<file path="src/rtl/hex_scroll_ctrl.sv">
// Scrolling six-character message controller driving the board HEX digits and status LEDs.
// Optional macro HEX_SCROLL_DP_EN lights the hex5 decimal point while the window starts at buffer index 0.
module hex_scroll_ctrl #(
    parameter int CLK_HZ    = 50_000_000,
    parameter int TICK_HZ   = 100,
    parameter int DEB_TICKS = 2,
    parameter int MSG_DEPTH = 16
) (
    input  logic       clk_clk,
    input  logic       reset_reset_n,
    input  logic       wr_en,
    input  logic [3:0] wr_addr,
    input  logic [4:0] wr_char,
    input  logic [4:0] msg_len,
    input  logic [3:0] speed,
    input  logic [1:0] button,
    output logic [7:0] hex5,
    output logic [7:0] hex4,
    output logic [7:0] hex3,
    output logic [7:0] hex2,
    output logic [7:0] hex1,
    output logic [7:0] hex0,
    output logic [9:0] led
);
    localparam int DIV = CLK_HZ / TICK_HZ;
    localparam int PW  = (DIV > 1) ? $clog2(DIV) : 1;
    localparam int DW  = $clog2(DEB_TICKS + 1);

    function automatic logic [7:0] seg7(input logic [4:0] c);
        case (c)
            5'd0:  seg7 = 8'hC0;  5'd1:  seg7 = 8'hF9;  5'd2:  seg7 = 8'hA4;  5'd3:  seg7 = 8'hB0;
            5'd4:  seg7 = 8'h99;  5'd5:  seg7 = 8'h92;  5'd6:  seg7 = 8'h82;  5'd7:  seg7 = 8'hF8;
            5'd8:  seg7 = 8'h80;  5'd9:  seg7 = 8'h90;  5'd10: seg7 = 8'h88;  5'd11: seg7 = 8'h83;
            5'd12: seg7 = 8'hC6;  5'd13: seg7 = 8'hA1;  5'd14: seg7 = 8'h86;  5'd15: seg7 = 8'h8E;
            5'd16: seg7 = 8'h89;  5'd17: seg7 = 8'hC7;  5'd18: seg7 = 8'h8C;  5'd19: seg7 = 8'hC1;
            5'd20: seg7 = 8'hAF;  5'd21: seg7 = 8'hAB;  5'd22: seg7 = 8'hBF;
            default: seg7 = 8'hFF;
        endcase
    endfunction

    logic [4:0]         mem_q [MSG_DEPTH];
    logic [PW-1:0]      pre_q, pre_d;
    logic [1:0]         sync1_q, sync2_q;
    logic [1:0][DW-1:0] deb_cnt_q, deb_cnt_d;
    logic [1:0]         acc_q, acc_d;
    logic [6:0]         step_cnt_q, step_cnt_d;
    logic [6:0]         step_last_q, step_last_d;
    logic [3:0]         ptr_q, ptr_d;
    logic               dir_q, dir_d;
    logic               paused_q, paused_d;
    logic [5:0][7:0]    hex_q, hex_d;
    logic [9:0]         led_q, led_d;

    logic       tick;
    logic       step;
    logic [1:0] press;
    logic [4:0] len_c;
    logic [4:0] len_div;
    logic [3:0] win;

    // NOTE: every variable assigned in always_comb gets a default first so no latch can be inferred.
    always_comb begin
        tick        = 1'b0;
        pre_d       = pre_q + 1'b1;
        deb_cnt_d   = deb_cnt_q;
        acc_d       = acc_q;
        press       = 2'b00;
        step        = 1'b0;
        step_cnt_d  = step_cnt_q;
        step_last_d = step_last_q;

        if (pre_q == PW'(DIV - 1)) begin
            tick  = 1'b1;
            pre_d = '0;
        end

        // A button level is accepted once DEB_TICKS tick samples in a row disagree with the old level.
        for (int b = 0; b < 2; b++) begin
            if (tick) begin
                if (sync2_q[b] == acc_q[b]) begin
                    deb_cnt_d[b] = '0;
                end else if (deb_cnt_q[b] == DW'(DEB_TICKS - 1)) begin
                    deb_cnt_d[b] = '0;
                    acc_d[b]     = sync2_q[b];
                    press[b]     = ~sync2_q[b];
                end else begin
                    deb_cnt_d[b] = deb_cnt_q[b] + 1'b1;
                end
            end
        end

        // Period in ticks is (16 - speed) * 8; the last count index is therefore {~speed, 3'b111}.
        if (tick) begin
            if (step_cnt_q == step_last_q) begin
                step        = 1'b1;
                step_cnt_d  = '0;
                step_last_d = {~speed, 3'b111};
            end else begin
                step_cnt_d = step_cnt_q + 1'b1;
            end
        end
    end

    always_comb begin
        len_c    = (msg_len > 5'(MSG_DEPTH)) ? 5'(MSG_DEPTH) : msg_len;
        len_div  = (len_c == 5'd0) ? 5'd1 : len_c;
        paused_d = paused_q ^ press[0];
        dir_d    = dir_q ^ press[1];
        ptr_d    = ptr_q;
        win      = '0;
        hex_d    = '1;

        if (len_c == 5'd0 || {1'b0, ptr_q} >= len_c) begin
            ptr_d = '0;
        end else if (step && !paused_q && !press[0]) begin
            if (dir_q) ptr_d = (ptr_q == 4'd0) ? 4'(len_c - 5'd1) : ptr_q - 1'b1;
            else       ptr_d = ({1'b0, ptr_q} == len_c - 5'd1) ? 4'd0 : ptr_q + 1'b1;
        end

        if (len_c != 5'd0) begin
            for (int k = 0; k < 6; k++) begin
                win          = 4'(({1'b0, ptr_q} + 5'(k)) % len_div);
                hex_d[5 - k] = seg7(mem_q[win]);
            end
`ifdef HEX_SCROLL_DP_EN
            if (ptr_q == 4'd0) hex_d[5][7] = 1'b0;
`endif
        end

        led_d = {paused_q, dir_q, 3'b000, 1'b0, ptr_q};
    end

    // NOTE: state registers use non-blocking assignments so every flop samples pre-edge values.
    always_ff @(posedge clk_clk) begin
        if (!reset_reset_n) begin
            pre_q       <= '0;
            sync1_q     <= '0;
            sync2_q     <= '0;
            deb_cnt_q   <= '0;
            acc_q       <= '0;
            step_cnt_q  <= '0;
            step_last_q <= {~speed, 3'b111};
            ptr_q       <= '0;
            dir_q       <= 1'b0;
            paused_q    <= 1'b0;
            hex_q       <= '1;
            led_q       <= '0;
        end else begin
            pre_q       <= pre_d;
            sync1_q     <= button;
            sync2_q     <= sync1_q;
            deb_cnt_q   <= deb_cnt_d;
            acc_q       <= acc_d;
            step_cnt_q  <= step_cnt_d;
            step_last_q <= step_last_d;
            ptr_q       <= ptr_d;
            dir_q       <= dir_d;
            paused_q    <= paused_d;
            hex_q       <= hex_d;
            led_q       <= led_d;
        end
    end

    // NOTE: the message buffer has no reset so its contents survive a reset of the controller.
    always_ff @(posedge clk_clk) begin
        if (wr_en) mem_q[wr_addr] <= wr_char;
    end

    assign hex5 = hex_q[5];
    assign hex4 = hex_q[4];
    assign hex3 = hex_q[3];
    assign hex2 = hex_q[2];
    assign hex1 = hex_q[1];
    assign hex0 = hex_q[0];
    assign led  = led_q;

endmodule

</file>
<file path="config.mk">
export PLATFORM = sky130hd
export DESIGN_NAME = hex_scroll_ctrl
export DESIGN_NICKNAME = d
export VERILOG_FILES = /design/src/rtl/hex_scroll_ctrl.sv
export SDC_FILE = /design/constraint.sdc
export NUM_CORES = 1
export LEC_CHECK = 0
export ABC_AREA = 1
export CAP_MARGIN = 20
export CORE_MARGIN = 5
export CORE_UTILIZATION = 40
export CTS_BUF_LIST = sky130_fd_sc_hd__clkbuf_8
export CTS_CLUSTER_DIAMETER = 200
export DETAILED_ROUTE_END_ITERATION = 10
export GPL_TIMING_DRIVEN = 0
export PLACE_DENSITY_LB_ADDON = 0.05
export SLEW_MARGIN = 20
export SYNTH_ARGS = -nofsm -noshare
export SYNTH_HDL_FRONTEND = slang
export SYNTH_SLANG_ARGS = --single-unit
</file>
<file path="constraint.sdc">
create_clock -name clk_clk -period 13.93 [get_ports clk_clk]
set_clock_uncertainty 0.2 [all_clocks]
set_input_delay 1.393 -clock clk_clk [delete_from_list [all_inputs] [get_ports clk_clk]]
set_output_delay 1.393 -clock clk_clk [all_outputs]
set_load 0.02 [all_outputs]
</file>
==> results.toml <==
[run_status]
outcome = "finished clean"

[yosys]
synthAdderAreaFrac_pct = 10.06
async_flop_share_pct = 0
netlist_area_um2 = 18350
postSynthAreaPerCell_um2 = 6.209
synth_compound_area_share_pct = 11.41
syn_inst = 2956
yosysSeqAreaShare_pct = 23.56
synth-seq-cells = 174
synth.distinct_cells = 58
synthMuxAreaShare_pct = 0.05454
synth_edf_count = 84
synth-main-ff-cell = "dfxtp_1"
synth_top_family_by_area = "simple AND/OR/NAND/NOR gates"
yosys_warnings = 0
synth_xor_area_share_pct = 2.516
synthSimpleGateAreaFrac_pct = 42.28

[placement]
postPlaceCellArea_um2 = 19870
place.gp.congestion = 0.9570
port_buffers = 69
place_ws_ns = 2.917
dp_hpwl_mm = 49.34

[pwr]
p_leak_nw = 9.993
p_per_area_nw_per_um2 = 187.5
peakVddDrop_uv = 98.05

[sta]
min_period_over_period_pct = 75.55
tns_ns = 0
hold_viol_final = 0
fmax_ghz = 0.09501
fin_crit_ns = 10.52
slew_headroom_pct = 31.40
worst_slew_pin_slew_ns = 1.029
rsz0062_at_grt = "no"
drv_slew = 0
setup_viol = 0
setup_slack_ns = 3.405

[global_route]
grt_pass1_vias = 17760
antenna_found_initial = 0
met1_usage_pct = 35.53
top_usage_layer = "met2"
grt_use_met2_pct = 36.57
use_met3_pct = 4.652
grt_pass1_wl_mm = 97.25
gr-usage-all-layers_pct = 24.30
grt_remaining_overflow = 0
grt_max_degree = 24

[clocking]
htree_num_levels = 4
post_cts_buffers = 0
clockBufferDepth = 2
clkLatencyLatePin_ns = 0.57
cts_tree = "done"
post_cts_resized = 0
cts-root-buf = "clkbuf_8"
ctsHoldBuffers = 0
path_clk_slew_ns = 0.11
cts_buffers = 17
clock-sinks = 174

[worst_setup_path]
reg2reg_from = "ptr_q[0]$_SDFFE_PP0P_"
end_kind = "register"
cp_data_required_time_ns = 14.14
slowest_delay_ns = 0.62
cp_common_cell = "nand2_1"
startpoint_type = "input port"
r2r_end = "hex2[2]$_SDFF_PN1_"
r2r_slack_ns = 4.50
cp.arrival_ns = 10.74
cp_slowest_cell = "clkdlybuf4s50_1"
reg2reg_depth = 52
critPathMaxFanout = 17
worstSetupPathType = "input port to register"

[die]
die_area_um2 = 50270
floorplan.initialDensity_pct = 40.44
die_y_um = 224.2
num_rows = 78
die_w_um = 224.2
core_um2 = 45380
ios = 81

[route]
ant_nets = 0
wl_mm = 61.90
avgViaCountPerCell = 5.307
drtPass1Iterations = 6
wl_per_cell_um = 16.88
via_count = 19470
drc = 0
drtIter0Drc = 1854

[min_path]
min_from = "sync1_q[0]$_SDFF_PN0_"
hold_end = "sync2_q[0]$_SDFF_PN0_"
hp-class = "register to register"
min_path_cells = 2

[cells_and_area]
fin_area_um2 = 20280
layout_commonest_cell = "nand2_1"
fin_nets = 3222
drive_gt1_share_pct = 7.725
area_growth_pct = 10.52
fin_util_pct = 44.70
num_antenna_cells = 0
layout_common_cells = "nand2_1 (1133), inv_1 (299), nand3_1 (284)"

[flow_run]
max-cap-violations = 0
[sequential cells by signal (all words and copies together), names as in the netlist]
| name | flops |
|---|---|
| acc_q | 2 |
| deb_cnt_q | 4 |
| dir_q | 1 |
| hex0 | 7 |
| hex1 | 7 |
| hex2 | 7 |
| hex3 | 7 |
| hex4 | 7 |
| hex5 | 7 |
| led | 6 |
| mem_q | 80 |
| paused_q | 1 |
| pre_q | 19 |
| ptr_q | 4 |
| step_cnt_q | 7 |
| step_last_q | 4 |
| sync1_q | 2 |
| sync2_q | 2 |
[final cells by class]
cell class | instances | area [um2]
buffer | 109 | 636.9
clock buffer | 17 | 234.0
clock inverter | 15 | 182.7
fill | 4837 | 25100
inverter | 321 | 1212
multi-input combinational | 2361 | 12220
sequential | 174 | 4324
tap | 600 | 750.7
timing repair buffer | 71 | 718.2
[critical path: cells and delay by family]
kind / cells / cell delay [ns]
AND/OR/NAND/NOR: 31 / 3.05
adder cells (fa/ha/maj): 7 / 2.23
buffers and inverters: 11 / 1.94
AO/OA/AOI/OAI: 8 / 1.78
multiplexers: 1 / 0.28
[metrics by stage]
stage	std cells	hold WS (ns)	power [mW]
4_1_cts	3668	0.2343	3.809
3_3_place_gp	3634	0.2065	3.386
2_1_floorplan	2965	0.1905	2.690
3_5_place_dp	3636	0.2029	3.395
5_1_grt	3668	0.2476	4.204
6_report	3668	0.2293	3.803
[power by group]
part	leakage, nW	internal [mW]	total, mW	switching [mW]
Sequential	1.50	0.590	0.607	0.0173
Combinational	8.28	0.921	2.81	1.88
Clock	0.213	0.154	0.390	0.237
Total	9.99	1.66	3.80	2.14
[worst max path at each step]
stage / to / slack (ns) / cells past startpoint / start
2_1_floorplan: hex2[0]$_SDFF_PN1_ / 4.38 / 58 / msg_len[4]
3_3_place_gp: hex2[2]$_SDFF_PN1_ / 2.24 / 57 / msg_len[4]
3_5_place_dp: hex2[0]$_SDFF_PN1_ / 2.92 / 58 / msg_len[3]
4_1_cts: hex2[2]$_SDFF_PN1_ / 3.57 / 56 / msg_len[3]
5_1_grt: hex1[3]$_SDFF_PN1_ / 2.66 / 56 / msg_len[2]
6_report: hex2[2]$_SDFF_PN1_ / 3.41 / 58 / msg_len[3]
[layer usage]
metal | share of wire, % | routed length, um
met1 | 47 | 28830
met2 | 42 | 26000
met3 | 9.1 | 5653
met4 | 2.3 | 1425
met5 | 0 | 0
[cell usage after synthesis (13+ instances only)]
| master | n | share of area [%] |
|---|---|---|
| a21oi_1 | 58 | 1.6 |
| buf_2 | 44 | 1.2 |
| buf_4 | 20 | 0.82 |
| buf_6 | 13 | 0.80 |
| clkbuf_1 | 32 | 0.65 |
| dfxtp_1 | 90 | 9.8 |
| edfxtp_1 | 84 | 14 |
| ha_1 | 138 | 9.4 |
| inv_1 | 299 | 6.1 |
| inv_2 | 17 | 0.35 |
| nand2_1 | 1135 | 23 |
| nand2_2 | 45 | 1.5 |
| nand2_4 | 13 | 0.80 |
| nand3_1 | 284 | 7.7 |
| nand3_2 | 18 | 0.98 |
| nand4_1 | 65 | 2.2 |
| nor2_1 | 127 | 2.6 |
| nor3_1 | 30 | 0.82 |
| o21ai_0 | 261 | 7.1 |
| xor2_1 | 39 | 1.9 |
[cells by family (layout without fill, tap and decap cells)]
family	Yosys count	count (layout)
simple gates	1770	1770
fa+ha+maj	144	144
xor+xnor	51	51
other cells	2	11
buf+inv	430	533
flops	174	174
mux	1	1
compound gates	384	384
No activity file was read; power rests on OpenSTA's default activity.
